<file path="src/rtl/rvm_lsu.sv">
// rvm_lsu: data-side load/store sequencer for the multi-cycle core.
// Aligns lanes, extends loads, reports misalignment, bus errors and stalls.
module rvm_lsu #(
  parameter int STALL_TIMEOUT = 16
) (
  input  logic        clk,
  input  logic        resetn,
  input  logic        lsu_start,
  input  logic        lsu_store,
  input  logic [1:0]  lsu_size,
  input  logic        lsu_unsigned,
  input  logic [31:0] lsu_addr,
  input  logic [31:0] lsu_wdata,
  output logic        lsu_busy,
  output logic        lsu_done,
  output logic [31:0] lsu_rdata,
  output logic        lsu_misaligned,
  output logic        lsu_error,
  output logic [31:0] mem_addr,
  input  logic [31:0] mem_rdata,
  output logic [31:0] mem_wdata,
  output logic        mem_c_en,
  output logic        mem_w_en,
  output logic [3:0]  mem_b_en,
  input  logic        mem_error,
  input  logic        mem_stall
);

  localparam int CW =
    (STALL_TIMEOUT > 0) ? $clog2(STALL_TIMEOUT + 1) : 1;
  localparam logic [CW-1:0] TO = CW'(STALL_TIMEOUT);

  typedef enum logic [1:0] {
    IDLE,
    ACCESS,
    RESP
  } state_t;

  state_t         state, state_n;
  logic [CW-1:0]  cnt, cnt_n;
  logic           r_store, r_uns;
  logic [1:0]     r_size;
  logic [31:0]    r_addr, r_wdata;
  logic [31:0]    rdata_q, rdata_n;
  logic           mis_q, mis_n;
  logic           err_q, err_n;
  logic           accept;
  logic           bad;
  logic           acc;
  logic [3:0]     be;
  logic [31:0]    wd;
  logic [31:0]    shifted;
  logic [31:0]    load_val;

  assign bad = (lsu_size == 2'b11) ||
               (lsu_size == 2'b01 && lsu_addr[0]) ||
               (lsu_size == 2'b10 && lsu_addr[1:0] != 2'b00);

  assign acc     = (state == ACCESS);
  assign shifted = mem_rdata >> {r_addr[1:0], 3'b000};

  // Lane enables and replicated store data for the latched request.
  always_comb begin
    be = 4'b1111;
    wd = r_wdata;
    unique case (r_size)
      2'b00: begin
        be = 4'b0001 << r_addr[1:0];
        wd = {4{r_wdata[7:0]}};
      end
      2'b01: begin
        be = 4'b0011 << r_addr[1:0];
        wd = {2{r_wdata[15:0]}};
      end
      default: begin
        be = 4'b1111;
        wd = r_wdata;
      end
    endcase
  end

  // Extract the addressed lane and sign/zero extend it.
  always_comb begin
    load_val = shifted;
    unique case (r_size)
      2'b00: load_val = r_uns ? {24'b0, shifted[7:0]}
                              : {{24{shifted[7]}}, shifted[7:0]};
      2'b01: load_val = r_uns ? {16'b0, shifted[15:0]}
                              : {{16{shifted[15]}}, shifted[15:0]};
      default: load_val = shifted;
    endcase
  end

  assign mem_c_en  = acc;
  assign mem_w_en  = acc & r_store;
  assign mem_addr  = acc ? {r_addr[31:2], 2'b00} : 32'b0;
  assign mem_b_en  = acc ? be : 4'b0;
  assign mem_wdata = (acc & r_store) ? wd : 32'b0;

  assign lsu_busy       = (state != IDLE);
  assign lsu_done       = (state == RESP);
  assign lsu_rdata      = rdata_q;
  assign lsu_misaligned = mis_q;
  assign lsu_error      = err_q;

  // Next state, stall watchdog and result capture.
  always_comb begin
    state_n = state;
    cnt_n   = cnt;
    rdata_n = rdata_q;
    mis_n   = mis_q;
    err_n   = err_q;
    accept  = 1'b0;
    unique case (state)
      IDLE: begin
        if (lsu_start) begin
          accept  = 1'b1;
          rdata_n = 32'b0;
          err_n   = 1'b0;
          mis_n   = bad;
          cnt_n   = '0;
          state_n = bad ? RESP : ACCESS;
        end
      end
      ACCESS: begin
        if (mem_stall) begin
          cnt_n = cnt + 1'b1;
          if (STALL_TIMEOUT != 0 && cnt_n == TO) begin
            state_n = RESP;
            err_n   = 1'b1;
            rdata_n = 32'b0;
          end
        end else begin
          state_n = RESP;
          err_n   = mem_error;
          rdata_n = (r_store || mem_error) ? 32'b0 : load_val;
        end
      end
      RESP: state_n = IDLE;
      default: state_n = IDLE;
    endcase
  end

  // State, counter and result registers.
  always_ff @(posedge clk or negedge resetn) begin
    if (!resetn) begin
      state   <= IDLE;
      cnt     <= '0;
      rdata_q <= 32'b0;
      mis_q   <= 1'b0;
      err_q   <= 1'b0;
    end else begin
      state   <= state_n;
      cnt     <= cnt_n;
      rdata_q <= rdata_n;
      mis_q   <= mis_n;
      err_q   <= err_n;
    end
  end

  // Request fields, captured only when a start is accepted.
  always_ff @(posedge clk or negedge resetn) begin
    if (!resetn) begin
      r_store <= 1'b0;
      r_size  <= 2'b00;
      r_uns   <= 1'b0;
      r_addr  <= 32'b0;
      r_wdata <= 32'b0;
    end else if (accept) begin
      r_store <= lsu_store;
      r_size  <= lsu_size;
      r_uns   <= lsu_unsigned;
      r_addr  <= lsu_addr;
      r_wdata <= lsu_wdata;
    end
  end

endmodule
</file>
<file path="config.mk">
export PLATFORM = sky130hd
export DESIGN_NAME = rvm_lsu
export DESIGN_NICKNAME = d
export VERILOG_FILES = /design/src/rtl/rvm_lsu.sv
export SDC_FILE = /design/constraint.sdc
export NUM_CORES = 1
export LEC_CHECK = 0
export CAP_MARGIN = 0
export CORE_MARGIN = 2
export CORE_UTILIZATION = 30
export DETAILED_ROUTE_END_ITERATION = 12
export GPL_TIMING_DRIVEN = 0
export PLACE_DENSITY = 0.67
export SYNTH_ARGS = -nofsm -noshare
export SYNTH_HDL_FRONTEND = slang
export SYNTH_SLANG_ARGS = --single-unit
</file>
<file path="constraint.sdc">
create_clock -name clk -period 4.01 [get_ports clk]
set_input_delay 0.802 -clock clk [delete_from_list [all_inputs] [get_ports clk]]
set_output_delay 0.802 -clock clk [all_outputs]
set_load 0.05 [all_outputs]
</file>
* Word-level counts from Yosys, hierarchy flattened
Index checks and enable logic that the tools add are counted.
Word-level totals: flip-flop bits (word level) 109, input port bits 105, output and inout port bits 106, word-level logic and storage cells 66
Cells by class: add/sub/neg operators 1, eq/ne operators 10, shift operators 3, mux-type cells 27, bitwise operators 1, reductions and logical operators 14
Operator list (number):
- 32-bit 2-to-1 mux | 8
- 32-bit one-hot mux with 2 select lines | 3
- 32-bit by 5-bit >> shifter with 32-bit output | 1
- 5-bit 2-to-1 mux | 2
- 5-bit one-hot mux with 2 select lines | 1
- 2-bit 2-to-1 mux | 4
- 4-bit one-hot mux with 2 select lines | 1
- 2-bit by 1-bit == test with 1-bit output (second input constant) | 3
- 2-bit == test (second input constant) | 3
- 3-bit AND reduction | 2
- 2-bit nonzero test | 3
- 5-bit by 1-bit adder with 5-bit output (second input constant) | 1
- 5-bit == test (second input constant) | 1
- 1-bit 2-to-1 mux | 5
- 2-bit logical NOT | 2
- 4-bit 2-to-1 mux | 1
- 2-bit != test (second input constant) | 2
- 2-bit one-hot mux with 2 select lines | 1
- 2-bit AND reduction | 2
- 1-bit by 2-bit << shifter with 4-bit output (first input constant) | 1
- 2-bit by 2-bit << shifter with 4-bit output (first input constant) | 1
- 1-bit logical OR | 3
- 3-bit by 2-bit != test with 1-bit output (second input constant) | 1
- 1-bit logical AND | 2
- other kinds (2) | 2

* Longest topological paths before layout
Gate-level depths: netlist of the first run.
depth after elaboration 7, gate-level depth with buffers 7, mapped depth without buffers 5

* Least setup slack after synthesis of the first run
Ideal clock, no wire load.
kind register to output, start reg state[1], end out mem_addr[26], arrival time 1.982 ns, data required time 3.208 ns, setup slack 1.226 ns, cell stages (with the launch flop) 5, buffers on the path 2, path through dfrtp_1 > and2b_1 > clkbuf_1 > clkbuf_1 > and2_1
Between the ends: cells in the longest elaborated chain, start to end 2
RTL lines:
- from (decl) | line 39 | state_t state, state_n;
- from (signal assigned) | line 153 | state <= state_n;
- 2-bit by 1-bit == test with 1-bit output | line 59 | assign acc = (state == ACCESS);
- net mem_c_en | line 22 | output logic mem_c_en,
- 32-bit 2-to-1 mux | line 96 | assign mem_addr = acc ? {r_addr[31:2], 2'b00} : 32'b0;
- to (decl) | line 19 | output logic [31:0] mem_addr,
The timed path passes the listed nets, and every way through them passes these cells.

* Final worst setup path of the first run
start reg r_store, end out mem_wdata[27]
Between the ends: cells in the longest elaborated chain, start to end 2
RTL lines:
- from (decl) | line 41 | logic r_store, r_uns;
- from (signal assigned) | line 170 | r_store <= lsu_store;
- 1-bit AND | line 98 | assign mem_wdata = (acc & r_store) ? wd : 32'b0;
- 32-bit 2-to-1 mux | line 98
- to (decl) | line 21 | output logic [31:0] mem_wdata,
Every way passes these cells.

==> results of run 1 <==
-- area by class of cell --
| class | count | share of cell area |
|---|---|---|
| Timing Repair Buffer | 208 | 0.256 |
| Tap cell | 229 | 0.0349 |
| Multi-Input combinational cell | 359 | 0.318 |
| Clock buffer | 11 | 0.0295 |
| Sequential cell | 109 | 0.332 |
| Buffer | 40 | 0.0236 |
| Clock inverter | 5 | 0.00441 |
| Inverter | 4 | 0.00183 |
-- per-layer routing --
metal,share of wire,routed length [um],GRT usage,up-vias
li1,-,-,-,2233
met1,0.44,7930,0.242,2357
met2,0.47,8590,0.303,178
met3,0.076,1390,0.0554,17
met4,0.012,211,0.0432,0
met5,0,0,0,-
-- layout by cell type (no fill, tap or decap), drive strengths merged --
master and count:
nand2 49, and3 8, o221ai 1, clkbuf 30
clkinv 5, ha 1, buf 23, nor2b 9
nor4b 1, and2b 1, dfrtp 109, o31a 1
inv 4, and2 30, nor2 43, o21a 4
o32ai 1, a2111o 1, clkdlybuf4s50 206, xnor2 1
a22o 26, or2 2, nor3 2, a32o 8
nand4b 1, nand3b 1, mux2i 34, nand3 2
a21oi 29, a211o 7, conb 2, xor2 2
a2bb2oi 1, mux2 70, nand2b 1, o21ai 20
-- repair_timing --
action | CTS | global route
setup buffers | 0 | 0
endpoints found under the setup margin | 0 | 16
gates resized for setup | 0 | 2
-- critical path, stage by stage (launching register included) --
cell and delay [ns]:
dfrtp_1 0.42, clkbuf_1 0.40, nand2_1 0.33, clkbuf_1 0.37, nor2_1 0.23, clkdlybuf4s50_1 0.82
-- how the worst max path moves through the flow --
| stage | start | endpoint |
|---|---|---|
| 2_1_floorplan | state[1] | mem_addr[26] |
| 3_3_place_gp | resetn | r_wdata[17] |
| 3_5_place_dp | state[1] | mem_wdata[7] |
| 4_1_cts | state[0] | mem_wdata[7] |
| 5_1_grt | r_store | mem_wdata[15] |
| 6_report | r_store | mem_wdata[27] |
-- through the flow --
step / worst slack (ns) / total power, uW / instance area, um2 / cells
after floorplan: 1.23 / 2930 / 5550 / 512
after global placement: -2.32 / 3620 / 7910 / 948
after detailed placement: 0.436 / 3640 / 7940 / 949
after CTS: 0.0411 / 4520 / 8220 / 965
after global routing: 0.0311 / 4740 / 8220 / 965
final: 0.289 / 4470 / 8220 / 965
-- logic make-up after synthesis --
| kind of cell | share of synthesized area |
|---|---|
| XOR/XNOR | 0.00474 |
| buffers and inverters | 0.0374 |
| multiplexers | 0.205 |
| other | 0.000676 |
| flip-flops | 0.492 |
| AO/OA/AOI/OAI | 0.127 |
| AND/OR/NAND/NOR | 0.131 |
| adder cells (fa/ha/maj) | 0.00225 |
-- sequential cells by signal, indices dropped and copies added, names as in the netlist --
| signal | count |
|---|---|
| lsu_misaligned | 1 |
| r_uns | 1 |
| state | 2 |
| r_addr | 32 |
| r_store | 1 |
| lsu_error | 1 |
| lsu_rdata | 32 |
| r_size | 2 |
| cnt | 5 |
| r_wdata | 32 |
-- report_power, final --
| part | total (uW) | switching (uW) | internal, uW |
|---|---|---|---|
| clock | 865 | 424 | 441 |
| combinational | 2050 | 1210 | 835 |
| sequential | 1560 | 184 | 1370 |
| total | 4470 | 1820 | 2650 |
==> reports/metrics.csv, run 1 <==
metric;value;unit
most frequent cell after synthesis;dfrtp_1;
die area;19600;um2
top cell types by occurrence after synthesis;109 x dfrtp_1, 69 x mux2_2, 49 x nand2_1, 42 x nor2_1, 33 x mux2i_1;
setup violators final;0;
hold_buf cts;0;
largest net degree at the start of global routing;72;
fillers;1762;
CP arrival;2.92;ns
flop2flop setup slack;1.86;ns
r2r endpoint;lsu_error;
Yosys reg bits;109;
max-slew violations;0;
TNS Setup;0;ns
RD Place Congestion;0.851;
Tightest Pin Transition;0.780;ns
first-pass GRT wire length;27.9;mm
multi-input gate area in the final layout;2620;um2
DRT iter0 DRCs;276;
cell count after synthesis;511;
DR WL/cell;18.8;um
Worst Skew;0.0119;ns
WL final;18.1;mm
clk_lat worst skew;0.36;ns
Crit. End Element;output port;
sequential area share after synthesis;0.492;
Final Core Density;0.456;
DR vias;4785;
CTS buffer count;9;
Post-synth EDFFs;0;
Most used DFF post-synth;dfrtp_1;
Ys Warns;0;
vias in the first global route;4836;
worst reg-to-reg path cell count;6;
max_slew headroom;0.480;
RSZ-0062 raised after global routing;false;
initial antenna violation count;0;
n_diodes;0;
Leak;0.00347;uW
CP Launch Type;register;
Core Region;18000;um2
clock buffer depth;2;
Area contributors post-synth;dfrtp_1 49%, mux2_2 14%, mux2i_1 6.0%;
CTS tree;built;
H-tree Lvls;3;
Sinks on Clock Net;109;
FF-to-FF Start;cnt[0];
final hold vios;0;
post-route clock period utilization;0.928;
number of I/O port buffers;207;
Max IR drop VDD;0.000254;V
Die H;140;um
Synth area leader;dfrtp_1;
achievable clock frequency;269;MHz
Syn Area/Cell;10.9;um2
status;finished, final reports clean;
Rows;49;
final net count;837;
area delta synth->final;48.2;%
Starting Density;0.308;
GRT overflow;0;
DRC errors left;0;
DRT antenna net count;0;
Req. time, crit path;3.21;ns
Cell variety after synth;40;
Power Density;544;nW/um2
Fin Hold WS;0.347;ns
Worst-path clk slew;0.08;ns
mapped cell area;5550;um2
sequential cell area;2730;um2
FFs w/ async S/R, synth;1.00;
Vias/cell;4.96;
DRT Pass-1 Iters;5;
Final Critical Period;3.72;ns
Root Driver;clkbuf_16;
die width;140;um
boundary pin count;211;
CP Class;reg2out;
hold crit path type;in2async;
dpl hpwl;13.5;mm
fraction of layout cells with a size suffix above 1;0.156;
Yosys top cell area share;0.492;
GRT Resource Usage Total;0.185;
Max Cap Viol;0;
CP max FO;10;
(Power assumes the default switching activity.)
==> run 2: changes to the inputs <==
--- a/config.mk
+++ b/config.mk
@@ -11,6 +11,7 @@
 export DETAILED_ROUTE_END_ITERATION = 12
 export GPL_TIMING_DRIVEN = 0
 export PLACE_DENSITY = 0.67
+export SLEW_MARGIN = 20
 export SYNTH_ARGS = -nofsm -noshare
 export SYNTH_HDL_FRONTEND = slang
 export SYNTH_SLANG_ARGS = --single-unit
==> results of run 2 <==
The final DEF is identical to that of run 1; final timing and power are the same.
==> run 3: changes to the inputs <==
--- a/config.mk
+++ b/config.mk
@@ -10,6 +10,7 @@
 export CORE_UTILIZATION = 30
 export DETAILED_ROUTE_END_ITERATION = 12
 export GPL_TIMING_DRIVEN = 0
+export MAX_ROUTING_LAYER = met4
 export PLACE_DENSITY = 0.67
 export SLEW_MARGIN = 20
 export SYNTH_ARGS = -nofsm -noshare
==> run 3 against run 2 <==
Compared with the run above: core utilization unchanged; clock skew up 0.00079 ns; die area unchanged; setup slack worse by 0.013 ns; critical endpoint unchanged; largest cell class unchanged; largest power group unchanged; highest routed layer unchanged.
==> reports/metrics.csv, run 3 (synthesis results as in run 1) <==
metric;value;unit;change
worst setup margin;0.275;ns;-0.0135 ns
GRT overflow;0;;unchanged
CP arrival;2.93;ns;about the same
worst reg-to-reg path cell count;6;;unchanged
RSZ-0062 raised after global routing;false;;
die area;19600;um2;unchanged
n_diodes;0;;unchanged
crit-path max cell delay;0.82;ns;about the same
Vias/cell;4.98;;+0.33%
dpl hpwl;13.5;mm;unchanged
die width;140;um;unchanged
Final Instance Count excl. Fillers;965;;unchanged
Rows;49;;unchanged
Sinks on Clock Net;109;;unchanged
Power Density;544;nW/um2;about the same
flop2flop setup slack;1.87;ns;about the same
Final Critical Period;3.73;ns;+0.0135 ns
GRT Resource Usage Total;0.191;;+0.00539
Crit path max-delay family;buffers and inverters;;
initial antenna violation count;0;;unchanged
most used cell, CP;clkbuf_1;;
setup violators final;0;;unchanged
Crit. End Element;output port;;
commonest non-fill, non-tap cells in the layout;206 x clkdlybuf4s50_1, 109 x dfrtp_1, 69 x mux2_2;;
Starting Density;0.308;;unchanged
Core Region;18000;um2;unchanged
most common cell after layout, fill and taps aside;clkdlybuf4s50_1;;
vias in the first global route;4843;;+0.14%
DR WL/cell;18.8;um;+0.19%
clk_lat worst skew;0.36;ns;about the same
boundary pin count;211;;unchanged
fraction of layout cells with a size suffix above 1;0.156;;unchanged
largest net degree at the start of global routing;72;;unchanged
DRC errors left;0;;unchanged
clock buffer depth;2;;unchanged
CP Class;reg2out;;
achievable clock frequency;268;MHz;-0.36%
Final Power;4470;uW;about the same
Max IR drop VDD;0.000256;V;+0.76%
Req. time, crit path;3.21;ns;about the same
post-route clock period utilization;0.931;;+0.00337
number of I/O port buffers;207;;unchanged
hold crit path type;in2async;;
slowest CP cell;clkdlybuf4s50_1;;
Die H;140;um;unchanged
final hold vios;0;;unchanged
Worst-path clk slew;0.08;ns;about the same
hold_buf cts;0;;unchanged
fillers;1762;;unchanged
Root Driver;clkbuf_16;;
post-cts sizing count;0;;unchanged
CTS buffer count;9;;unchanged
DP Cell Count;949;;unchanged
first-pass GRT wire length;27.8;mm;-0.15%
area delta synth->final;48.2;%;unchanged
r2r endpoint;lsu_error;;
Max Cap Viol;0;;unchanged
CP max FO;10;;unchanged
DR vias;4801;;+0.33%
status;finished, final reports clean;;
final net count;837;;unchanged
dpl ws;0.436;ns;unchanged
Worst Skew;0.0127;ns;+0.000790 ns
Fin Hold WS;0.345;ns;-0.00170 ns
CTS tree;built;;
max-slew violations;0;;unchanged
DRT iter0 DRCs;303;;+9.8%
H-tree Lvls;3;;unchanged
DRT Pass-1 Iters;5;;unchanged
max_slew headroom;0.481;;+0.000933
Leak;0.00347;uW;unchanged
WL final;18.2;mm;+0.19%
post-CTS setup buffers;0;;unchanged
DRT antenna net count;0;;unchanged
worst-path cell chain;clkbuf_1, nand2_1, clkbuf_1, nor2_1, clkdlybuf4s50_1;;
Tightest Pin Transition;0.775;ns;-0.00426 ns
RD Place Congestion;0.864;;+1.6%
TNS Setup;0;ns;unchanged
Crit path buffers/inverters;3;;unchanged
CP Launch Type;register;;
FF-to-FF Start;cnt[0];;
-- run 3: cell counts in the layout (fill, tap and decap cells not counted) --
Identical to the previous run, type by type.
-- run 3: worst max path at each step --
stage | cells after the start | slack, ns | from | endpoint
floorplan | 4 | 1.23 | state[1] | mem_addr[26]
detailed placement | 5 | 0.44 | state[1] | mem_wdata[7]
global placement | 1 | -2.32 | resetn | r_wdata[17]
finish | 5 | 0.28 | r_store | mem_wdata[27]
CTS | 5 | 0.04 | state[0] | mem_wdata[7]
global route | 5 | 0.02 | r_store | mem_wdata[15]
-- run 3: where the power goes --
group          leakage, uW  internal, uW  total, uW  switching, uW
Combinational      0.00197           835       2050           1220
Sequential         0.00136          1370       1560            183
Clock             0.000139           441        864            424
-- run 3: stage by stage --
stage	area, um2	util
after global routing	8220	0.456
final	8220	0.456
after floorplan	5550	-
after CTS	8220	0.456
after global placement	7910	0.439
after detailed placement	7940	0.440
-- run 3: worst register-to-register path, delay by kind of cell (launching register included) --
kind,cells,cell delay (ns)
adders and majority gates,1,0.27
and+or+nand+nor,1,0.09
buffers and inverters,1,0.37
AOI/OAI and AO/OA,2,0.67
DFF,1,0.44
muxes,1,0.20
-- run 3: cell type report --
cell class | count | area (um2) | area share
Sequential cell | 109 | 2730 | 0.332
Multi-Input combinational cell | 359 | 2620 | 0.318
Timing Repair Buffer | 208 | 2100 | 0.256
Tap cell | 229 | 287 | 0.0349
Clock buffer | 11 | 243 | 0.0295
Buffer | 40 | 194 | 0.0236
Clock inverter | 5 | 36.3 | 0.00441
Inverter | 4 | 15.0 | 0.00183
-- run 3: per-layer routing --
layer,routed length (um),vias to the layer above,GRT usage
li1,-,2235,-
met1,8120,2364,0.248
met2,8590,183,0.301
met3,1230,19,0.0489
met4,216,0,0.0432
met5,0,-,-
